`src/rtl/fir_requant_pkg.sv`:
```
// fir_requant_pkg: constants shared by the FIR output requantiser.
//   SHIFT_W     - width of the right-shift amount (shifts 0..31)
//   DOUT16_MAX  - largest value of a 16-bit two's complement output sample
//   DOUT16_MIN  - smallest value of a 16-bit two's complement output sample
package fir_requant_pkg;

  localparam int SHIFT_W = 5;

  localparam logic signed [15:0] DOUT16_MAX = 16'sh7FFF;
  localparam logic signed [15:0] DOUT16_MIN = 16'sh8000;

endpackage

```
`src/rtl/fir_requant_sat.sv`:
```
// fir_requant_sat: combinational clamp of a rounded DIN_W+1 bit value into
// the DOUT_W bit two's complement range.
//   din  - rounded/shifted sample, signed, DIN_W+1 bits
//   dout - clamped sample, DOUT_W bits
//   sat  - 1 when din lay outside the output range and was clamped
module fir_requant_sat
  import fir_requant_pkg::*;
#(
  parameter int DIN_W  = 32,
  parameter int DOUT_W = 16
) (
  input  logic signed [DIN_W:0]    din,
  output logic        [DOUT_W-1:0] dout,
  output logic                     sat
);

  logic signed [DIN_W:0] max_v;
  logic signed [DIN_W:0] min_v;

  // The common 16-bit output takes its bounds from the package; other
  // widths build them from the parameter.
  if (DOUT_W == 16) begin : g_bounds_pkg
    assign max_v = (DIN_W+1)'(DOUT16_MAX);
    assign min_v = (DIN_W+1)'(DOUT16_MIN);
  end else begin : g_bounds_gen
    assign max_v = {{(DIN_W+2-DOUT_W){1'b0}}, {(DOUT_W-1){1'b1}}};
    assign min_v = {{(DIN_W+2-DOUT_W){1'b1}}, {(DOUT_W-1){1'b0}}};
  end

  always_comb begin
    dout = din[DOUT_W-1:0];
    sat  = 1'b0;
    if (din > max_v) begin
      dout = max_v[DOUT_W-1:0];
      sat  = 1'b1;
    end else if (din < min_v) begin
      dout = min_v[DOUT_W-1:0];
      sat  = 1'b1;
    end
  end

endmodule

```
`src/rtl/fir_requant.sv`:
```
// fir_requant: requantises an AXI-Stream of wide FIR results to DOUT_W bits.
// Stage 1 rounds half-up and arithmetic-shifts right by a per-frame shift;
// stage 2 saturates and holds the output registers.
//   aclk, aresetn          - clock, asynchronous active-low reset
//   s_axis_data_*          - input stream (tdata DIN_W, tvalid, tlast, tready)
//   m_axis_data_*          - output stream (tdata DOUT_W, tvalid, tlast,
//                            tuser = saturation flag, tready)
//   cfg_shift              - shift amount, sampled on the first beat of a frame
//   sat_clr, sat_cnt       - saturation counter clear / value; these ports
//                            exist only when FIR_REQUANT_SAT_CNT_EN is defined
// Handshake: a beat moves on a side only at a rising edge where tvalid and
// tready are both high; a stage advances when the next stage is empty or is
// emptied in the same cycle, so bubbles collapse.
module fir_requant
  import fir_requant_pkg::*;
#(
  parameter int DIN_W  = 32,
  parameter int DOUT_W = 16
) (
  input  logic                 aclk,
  input  logic                 aresetn,
  input  logic [DIN_W-1:0]     s_axis_data_tdata,
  input  logic                 s_axis_data_tvalid,
  input  logic                 s_axis_data_tlast,
  output logic                 s_axis_data_tready,
  output logic [DOUT_W-1:0]    m_axis_data_tdata,
  output logic                 m_axis_data_tvalid,
  output logic                 m_axis_data_tlast,
  output logic                 m_axis_data_tuser,
  input  logic                 m_axis_data_tready,
  input  logic [SHIFT_W-1:0]   cfg_shift
`ifdef FIR_REQUANT_SAT_CNT_EN
  ,
  input  logic                 sat_clr,
  output logic [15:0]          sat_cnt
`endif
);

  // Stage 1 registers
  logic                  v1_q, v1_d;
  logic signed [DIN_W:0] s1_data_q, s1_data_d;
  logic                  s1_last_q, s1_last_d;
  // Stage 2 / output registers
  logic                  v2_q, v2_d;
  logic [DOUT_W-1:0]     m_data_q, m_data_d;
  logic                  m_last_q, m_last_d;
  logic                  m_user_q, m_user_d;
  // Frame tracking
  logic [SHIFT_W-1:0]    shift_q, shift_d;
  logic                  frame_start_q, frame_start_d;
  // Holds tready low during reset and opens it on the first edge after.
  logic                  ready_en_q, ready_en_d;

  logic                  in_take, adv2, out_take;
  logic [SHIFT_W-1:0]    eff_shift;
  logic signed [DIN_W:0] x_ext, half, rnd_sum, rnd_res;
  logic [DOUT_W-1:0]     sat_data;
  logic                  sat_flag;

  assign s_axis_data_tready = ready_en_q && (!v1_q || !v2_q || m_axis_data_tready);
  assign in_take  = s_axis_data_tvalid && s_axis_data_tready;
  assign adv2     = v1_q && (!v2_q || m_axis_data_tready);
  assign out_take = v2_q && m_axis_data_tready;

  assign m_axis_data_tdata  = m_data_q;
  assign m_axis_data_tvalid = v2_q;
  assign m_axis_data_tlast  = m_last_q;
  assign m_axis_data_tuser  = m_user_q;

  // The first beat of a frame uses the live cfg_shift; later beats use the
  // value latched from that first beat.
  assign eff_shift = frame_start_q ? cfg_shift : shift_q;
  assign x_ext     = $signed({s_axis_data_tdata[DIN_W-1], s_axis_data_tdata});

  // Half-up rounding: add half an LSB of the result before the shift.
  // The extra bit keeps the add from overflowing for the largest input.
  always_comb begin
    half = '0;
    if (eff_shift != '0) begin
      half = (DIN_W+1)'(1) << (eff_shift - SHIFT_W'(1));
    end
    rnd_sum = x_ext + half;
    rnd_res = rnd_sum >>> eff_shift;
  end

  fir_requant_sat #(
    .DIN_W  (DIN_W),
    .DOUT_W (DOUT_W)
  ) u_sat (
    .din  (s1_data_q),
    .dout (sat_data),
    .sat  (sat_flag)
  );

  always_comb begin
    v1_d          = v1_q;
    s1_data_d     = s1_data_q;
    s1_last_d     = s1_last_q;
    v2_d          = v2_q;
    m_data_d      = m_data_q;
    m_last_d      = m_last_q;
    m_user_d      = m_user_q;
    shift_d       = shift_q;
    frame_start_d = frame_start_q;
    ready_en_d    = 1'b1;

    if (in_take) begin
      v1_d          = 1'b1;
      s1_data_d     = rnd_res;
      s1_last_d     = s_axis_data_tlast;
      shift_d       = eff_shift;
      frame_start_d = s_axis_data_tlast;
    end else if (adv2) begin
      v1_d = 1'b0;
    end

    // Output payload changes only when a new beat moves in, so it is
    // stable while the downstream stalls.
    if (adv2) begin
      v2_d     = 1'b1;
      m_data_d = sat_data;
      m_last_d = s1_last_q;
      m_user_d = sat_flag;
    end else if (out_take) begin
      v2_d = 1'b0;
    end
  end

  always_ff @(posedge aclk or negedge aresetn) begin
    if (!aresetn) begin
      v1_q          <= 1'b0;
      s1_data_q     <= '0;
      s1_last_q     <= 1'b0;
      v2_q          <= 1'b0;
      m_data_q      <= '0;
      m_last_q      <= 1'b0;
      m_user_q      <= 1'b0;
      shift_q       <= '0;
      frame_start_q <= 1'b1;
      ready_en_q    <= 1'b0;
    end else begin
      v1_q          <= v1_d;
      s1_data_q     <= s1_data_d;
      s1_last_q     <= s1_last_d;
      v2_q          <= v2_d;
      m_data_q      <= m_data_d;
      m_last_q      <= m_last_d;
      m_user_q      <= m_user_d;
      shift_q       <= shift_d;
      frame_start_q <= frame_start_d;
      ready_en_q    <= ready_en_d;
    end
  end

`ifdef FIR_REQUANT_SAT_CNT_EN
  logic [15:0] sat_cnt_q, sat_cnt_d;

  // Counts delivered saturated beats; sticks at all-ones, clear has priority.
  always_comb begin
    sat_cnt_d = sat_cnt_q;
    if (sat_clr) begin
      sat_cnt_d = '0;
    end else if (out_take && m_user_q && (sat_cnt_q != 16'hFFFF)) begin
      sat_cnt_d = sat_cnt_q + 16'd1;
    end
  end

  always_ff @(posedge aclk or negedge aresetn) begin
    if (!aresetn) begin
      sat_cnt_q <= '0;
    end else begin
      sat_cnt_q <= sat_cnt_d;
    end
  end

  assign sat_cnt = sat_cnt_q;
`endif

endmodule

```
`config.mk`:
```
export PLATFORM = sky130hd
export DESIGN_NAME = fir_requant
export DESIGN_NICKNAME = d
export VERILOG_FILES = /design/src/rtl/fir_requant_pkg.sv /design/src/rtl/fir_requant_sat.sv /design/src/rtl/fir_requant.sv
export SDC_FILE = /design/constraint.sdc
export NUM_CORES = 1
export LEC_CHECK = 0
export BUFFER_PORTS_ARGS = -buffer_cell sky130_fd_sc_hd__buf_4
export CAP_MARGIN = 20
export CORE_UTILIZATION = 56
export DETAILED_ROUTE_END_ITERATION = 12
export PLACE_DENSITY = 0.79
export SYNTH_ARGS = -nofsm -noshare
export SYNTH_HDL_FRONTEND = slang
export SYNTH_SLANG_ARGS = --single-unit
```
`constraint.sdc`:
```
create_clock -name aclk -period 4.7 [get_ports aclk]
set_input_delay 1.175 -clock aclk [delete_from_list [all_inputs] [get_ports aclk]]
set_output_delay 1.175 -clock aclk [all_outputs]
set_load 0.01 [all_outputs]
```
# ---- After elaboration in Yosys (flattened, before gate mapping)
# Index checks and enable logic that the tools add are counted.
dict set report word_totals {
  input_bits 42
  regBits 61
  wordCells 38
}
dict set report classes {
  n_addsub 2
  shift 2
  order_cmp 2
  mux 10
  n_reduce_logical 12
}
# cell count
set ops {}
lappend ops {{$add A32 B33 Y33} 1}
lappend ops {{$gt A33 B16 Y1 const B} 1}
lappend ops {{$lt A33 B16 Y1 const B} 1}
lappend ops {{$mux W33} 1}
lappend ops {{$shl A1 B5 Y33 const A} 1}
lappend ops {{$sshr A33 B5 Y33} 1}
lappend ops {{$mux W16} 2}
lappend ops {{$mux W1} 6}
lappend ops {{$mux W5} 1}
lappend ops {{$reduce_bool A5 Y1} 1}
lappend ops {{$sub A5 B1 Y5 const B} 1}
lappend ops {{$logic_and A1 B1 Y1} 4}
lappend ops {{$reduce_bool A2 Y1} 2}
lappend ops {{$logic_or A1 B1 Y1} 3}
lappend ops {{$logic_not A1 Y1} 2}

# ---- Depth between registers and ports, before layout
dict set report logic_depth {
  word_depth 6
  mapped_depth 19
  ltp_nobuf 15
}

# ---- Modules after synthesis
# Synthesis repeated with hierarchy kept, for this count alone.
dict set report unflattened {
  hier_cells 890
  area_unflattened_um2 6915.4
}
# module cells_per_inst n_inst area_per_inst_um2
set by_module_without_submodules {}
lappend by_module_without_submodules {fir_requant 857 1 6673.9}
lappend by_module_without_submodules {fir_requant_sat 33 1 241.5}

# ---- Least setup slack after synthesis
# Ideal clock, no wire load.
dict set report synth_timing {
  path_kind {in2reg}
  from {input cfg_shift[2]}
  to {register s1_data_q[3]}
  path_buffers 2
  stages 15
  required_ns 4.574
  arrival_time_ns 4.882
  setup_time_ns 0.126
  path_slack_ns -0.308
  path_cell_list {mux2_2 > buf_1 > buf_1 > nor3_1 > ha_1 > fa_1 > a211oi_2 > o21a_1 > a2bb2oi_1 > o211a_1 > o21a_1 > nor3_1 > o211a_2 > a311o_1 > o32a_1}
}
dict set report synth_via {
  elab_chain_cells 6
  word_cells_on_any_way 7
  cone_classes {add/sub (2); shift (2); mux (2); reduce/logical (1)}
}
# element line
set synth_lines {}
lappend synth_lines {{start, declared} fir_requant.sv:31} ;# input logic [SHIFT_W-1:0] cfg_shift
lappend synth_lines {{$mux W5 *} fir_requant.sv:72} ;# assign eff_shift = frame_start_q ? cfg_shift : shift_q;
lappend synth_lines {{$sub A5 B1 Y5} fir_requant.sv:80} ;# half = (DIN_W+1)'(1) << (eff_shift - SHIFT_W'(1));
lappend synth_lines {{$shl A1 B5 Y33} fir_requant.sv:80}
lappend synth_lines {{$mux W33} fir_requant.sv:79} ;# if (eff_shift != '0) begin
lappend synth_lines {{$add A32 B33 Y33} fir_requant.sv:82} ;# rnd_sum = x_ext + half;
lappend synth_lines {{$sshr A33 B5 Y33 *} fir_requant.sv:83} ;# rnd_res = rnd_sum >>> eff_shift;
lappend synth_lines {{end signal, assigned} fir_requant.sv:143} ;# s1_data_q <= s1_data_d;
lappend synth_lines {{end, declared} fir_requant.sv:41} ;# logic signed [DIN_W:0] s1_data_q, s1_data_d;
# Mark *: on every way between the ends. The rest lies on a longest branch, timed or not.
# A chain may end at the register's enable or synchronous reset.

# ---- Worst setup path in the final report
dict set report layout_timing {
  from {input cfg_shift[0]}
  to {register s1_data_q[5]}
}
# Same word-level chain as after synthesis.

==> results by stage <==
Drt:
- The aggregate routed wire length is 31800 um.
- The remaining antenna violation count is 0.
- Dividing the detail-routed wire length by the instance count gives 23.0 um.
- Summing over every cut layer, the via total after detailed routing is 9744.
- The number of detailed-route iterations in the first pass is 8.
- The number of DRC markers in iteration 0 is 1598.
- The detailed-route DRC error count is 0.
- The detail-routed via count per cell is 7.05.

Synth:
- Counting flops with an async set or reset pin after synthesis yields a share of 100%.
- For this run, the leading register cell type out of synthesis is sky130_fd_sc_hd__dfrtp_1.
- Synthesis handed over a netlist of 951 instances.
- During synthesis, Yosys emitted a total of 0 warnings.
- The total of flip-flops plus latches after synthesis is 61.
- The share of the Yosys chip area taken by registers is 21.6%.
- After synthesis the cells add up to 0.00707 sq mm.
- The number of distinct library cells after synthesis is 92.
- In this run, synthesis inferred 0 flip-flops with an integrated enable.
- The synthesized net count is 1026.
- The average instance in the mapped netlist occupies 7.43 sq um.

Setup path:
- The worst setup path category is in -> reg.
- The critical path data arrival time is 5.03 ns.
- The category of the worst setup path capture point is a register.
- The critical register-to-register path startpoint is frame_start_q$_DFFE_PN1P_.
- The maximum fanout encountered on the critical timing path is 4.
- At the worst endpoint, the required time is 4.91 ns.
- The worst reg2reg path depth is 18.
- The endpoint of the worst register-to-register path is s1_data_q[5]$_DFFE_PN0P_.
- In this run the register-to-register setup slack is -0.04 ns.
- The kind of start point of the critical path is an input port.

Die:
- The total area inside the core boundary comes to 0.0122 sq mm.
- The y dimension of the die is 114 um.
- The initialized floorplan defines 40 standard-cell rows.
- The die span in x is 114 um.
- The I/O pin count is 62.
- The die footprint is 0.0131 sq mm.
- The initial core utilization is 58.1%.

Clocking:
- Clock-pin slew was measured on the worst setup and hold paths at 0.05 ns.
- The clock insertion delay at the later pin of the skew report is 0.34 ns.
- The clock sink total is 61.
- TritonCTS built the clock tree.
- The number of levels in the clock H-tree is 3.
- In this run the deepest clock path goes through 2 buffers.
- The total CTS buffers is 9.
- The library cell used as clock root buffer is sky130_fd_sc_hd__clkbuf_16.

Timing:
- The maximum clock frequency is 0.208 GHz.
- The post-route fraction of the period consumed by the critical path is 102%.
- Setup violations remaining at the end of the flow were counted as 14.
- The clock period minus final worst setup slack is 4.81 ns.
- The actual transition at the worst max-transition pin is 1.07 ns.
- For the final database, setup skew stands at 0.0104 ns.
- The max-slew violation count came to 0.
- Once routing completed, OpenROAD measured the worst setup slack at -0.115 ns.
- Measured against its own limit, the worst slew margin works out to 28.4%.
- Setup repair after global routing could not meet its margin everywhere.
- The hold violation total from the final report was 0.

Global routing:
- The number of global-route vias before repair is 8501.
- The initial antenna violation count is 0.
- Summed over all layers, the global routing overflow is 0.
- The aggregate global-route resource usage is 43.5%.
- The global-route wire length before repair is 44100 um.
- The pin count of the biggest net entering global routing is 62.

Finish:
- The number of standard cells in the final layout excluding fillers is 1383.
- From synthesis to final layout, the design area changed by 49.5%.
- The layout net count is 1285.
- Once layout is done, the placed cells without fillers occupy 0.0106 sq mm.
- The share of cells above drive strength 1 is 39.8%.
- 0 antenna diodes ended up in the layout.

Pwr:
- The power density over the cells is 431 mW/mm^2.
- The net switching power is 0.00207 W.
- The share of total power dissipated in sequential elements is 19.1%.
- The leakage dissipation is 4.69 nW.
- The clock network burns 17.8% of the power.
- The worst vdd rail ir drop is 317 uV.
- The internal portion of the total power is 0.00248 W.
- Overall power consumption after layout is estimated at 0.00455 W.
- The net switching share of the total power is 45.6%.
- Per report_power, the combinational group accounts for 63.2% of the total.

Placement:
- After detailed placement, the design holds a cell count of 1344.
- The instance area at placement is 0.00923 sq mm.
- Prior to clock tree synthesis, the placed netlist has a worst setup slack of -0.685 ns.
- After legalization and detailed placement, the total HPWL measured 21300 um.
- The congestion estimate from routability-driven global placement came to 1.05.
- In this run the tool buffered the top-level ports with 61 buffer cells.

Outcome:
- The flow ran to the end, but the final reports show violations.
- The final reports fail on setup timing.

Worst hold path:
- The worst hold path passes through 2 cells.
- The classification of the worst-slack hold path is reg -> reg.
- The destination of the worst hold path is m_axis_data_tdata[7]$_DFFE_PN0P_.
- In this run the most critical hold path is launched from m_axis_data_tdata[7]$_DFFE_PN0P_.

Run:
- The max-capacitance violation count is 0.
[repair_timing]
item	4_1_cts	5_1_grt
cloned	0	0
setup buffers	4	19
pin swaps	9	45
hold buffers	0	0
resized for setup	32	146
endpoints found under the setup margin	26	29
[routing by layer]
layer	part of all wire (%)	global-route usage [%]
met5	0	0
met4	6.5	17.7
met3	13	9.79
met2	44	68.7
met1	37	57.5
[cells in the final DEF, fill, tap and decap left out, drive strengths merged, types with 4 or more instances in the layout]
cell type | Yosys | layout
nor3b | 4 | 4
inv | 10 | 10
a22oi | 7 | 7
mux2 | 12 | 12
a211oi | 26 | 26
nand2 | 128 | 128
a211o | 5 | 5
or2 | 5 | 5
a31oi | 14 | 14
a221o | 5 | 5
o31ai | 7 | 7
clkbuf | 39 | 11
nand4 | 15 | 15
o22ai | 5 | 5
ha | 32 | 32
nor2 | 125 | 125
o311ai | 4 | 4
dfrtp | 60 | 60
o2111ai | 4 | 4
and4 | 6 | 6
buf | 23 | 310
a21oi | 86 | 86
o211a | 7 | 7
nor3 | 25 | 25
o211ai | 21 | 21
and2 | 11 | 11
a221oi | 6 | 6
nand2b | 6 | 6
o21ai | 72 | 72
and3 | 10 | 10
or3 | 10 | 10
o221ai | 4 | 4
a21o | 12 | 12
nand3 | 22 | 22
o21a | 12 | 12
mux2i | 35 | 35
xnor2 | 12 | 12
nor4 | 12 | 12
a21boi | 6 | 6
[final cells by class]
type                            instances  area (sq um)
Clock buffer                           11           253
Clock inverter                          5           106
Fill cell                             642          1600
Inverter                               10          37.5
Multi-Input combinational cell        818          6000
Sequential cell                        61          1530
Tap cell                              168           210
Timing Repair Buffer                  310          2430
[through the flow]
stage | hold slack, ns | util [%] | setup TNS, ns
after floorplan | 0.442 | - | -0.0286
after detailed placement | 0.468 | 75.9 | -12.76
after global placement | 0.463 | 75.9 | -11.48
after global routing | 0.511 | 86.9 | -2.26
after CTS | 0.481 | 80.2 | -0.0246
final | 0.486 | 86.9 | -0.758
[cells by family after synthesis]
kind of cell | Yosys count | share of synthesized area, %
flops | 61 | 21.6
simple gates | 384 | 24.9
mux | 48 | 7.36
fa+ha+maj | 33 | 5.95
compound gates | 337 | 34.2
other cells | 2 | 0.106
xor+xnor | 14 | 1.73
buf+inv | 72 | 4.16
[flip-flops by register name, indices dropped and copies added, names as in the netlist]
name                flops
frame_start_q           1
m_axis_data_tdata      16
m_axis_data_tlast       1
m_axis_data_tuser       1
m_axis_data_tvalid      1
ready_en_q              1
s1_data_q              33
s1_last_q               1
shift_q                 5
v1_q                    1
[worst max-delay path: stages]
cell and delay (ns):
sky130_fd_sc_hd__buf_4 0.12, sky130_fd_sc_hd__mux2_4 0.31, sky130_fd_sc_hd__nand2_4 0.11, sky130_fd_sc_hd__nor3_4 0.06, sky130_fd_sc_hd__ha_2 0.20, sky130_fd_sc_hd__fa_2 0.35
sky130_fd_sc_hd__a211oi_2 0.27, sky130_fd_sc_hd__buf_4 0.17, sky130_fd_sc_hd__o211ai_4 0.09, sky130_fd_sc_hd__a31oi_4 0.31, sky130_fd_sc_hd__a21oi_2 0.12, sky130_fd_sc_hd__buf_4 0.17
sky130_fd_sc_hd__nor3_2 0.27, sky130_fd_sc_hd__nor2_1 0.16, sky130_fd_sc_hd__o221a_2 0.37, sky130_fd_sc_hd__a2bb2oi_4 0.24, sky130_fd_sc_hd__a22oi_2 0.15, sky130_fd_sc_hd__a221o_1 0.36
[Yosys cell counts (11+ instances only)]
cell type | number | share of area (%)
sky130_fd_sc_hd__o21ai_0 | 62 | 4.4
sky130_fd_sc_hd__nor4_1 | 12 | 1.1
sky130_fd_sc_hd__o211ai_1 | 19 | 2.0
sky130_fd_sc_hd__clkbuf_1 | 39 | 2.1
sky130_fd_sc_hd__and2_1 | 11 | 0.97
sky130_fd_sc_hd__buf_2 | 16 | 1.1
sky130_fd_sc_hd__nand3_1 | 21 | 1.5
sky130_fd_sc_hd__dfrtp_1 | 60 | 21
sky130_fd_sc_hd__a21oi_1 | 81 | 5.7
sky130_fd_sc_hd__ha_1 | 32 | 5.7
sky130_fd_sc_hd__mux2_2 | 12 | 1.9
sky130_fd_sc_hd__o21a_1 | 12 | 1.3
sky130_fd_sc_hd__a211oi_1 | 21 | 2.2
sky130_fd_sc_hd__mux2i_1 | 34 | 4.8
sky130_fd_sc_hd__a21o_1 | 12 | 1.3
sky130_fd_sc_hd__xnor2_1 | 12 | 1.5
sky130_fd_sc_hd__nand2_1 | 128 | 6.8
sky130_fd_sc_hd__nand4_1 | 15 | 1.3
sky130_fd_sc_hd__a31oi_1 | 12 | 1.1
sky130_fd_sc_hd__nor2_1 | 123 | 6.5
sky130_fd_sc_hd__nor3_1 | 22 | 1.6
[power groups by stage]
stage                     logic (W)  registers [W]  clock network, W
after floorplan             0.00131       0.000830                 0
after global placement      0.00230       0.000839                 0
after detailed placement    0.00234       0.000852                 0
after CTS                   0.00243       0.000851          0.000798
after global routing        0.00299       0.000878          0.000827
final                       0.00287       0.000868          0.000808
[worst max path at each step]
stage	start	endpoint	slack, ns	cells past startpoint
finish	cfg_shift[0]	s1_data_q[5]$_DFFE_PN0P_	-0.11	18
global route	cfg_shift[3]	s1_data_q[22]$_DFFE_PN0P_	-0.20	21
CTS	cfg_shift[3]	s1_data_q[2]$_DFFE_PN0P_	-0.02	19
detailed placement	cfg_shift[0]	s1_data_q[1]$_DFFE_PN0P_	-0.68	18
global placement	cfg_shift[0]	s1_data_q[1]$_DFFE_PN0P_	-0.62	18
floorplan	cfg_shift[3]	s1_data_q[3]$_DFFE_PN0P_	-0.03	16
(Power assumes the default switching activity.)
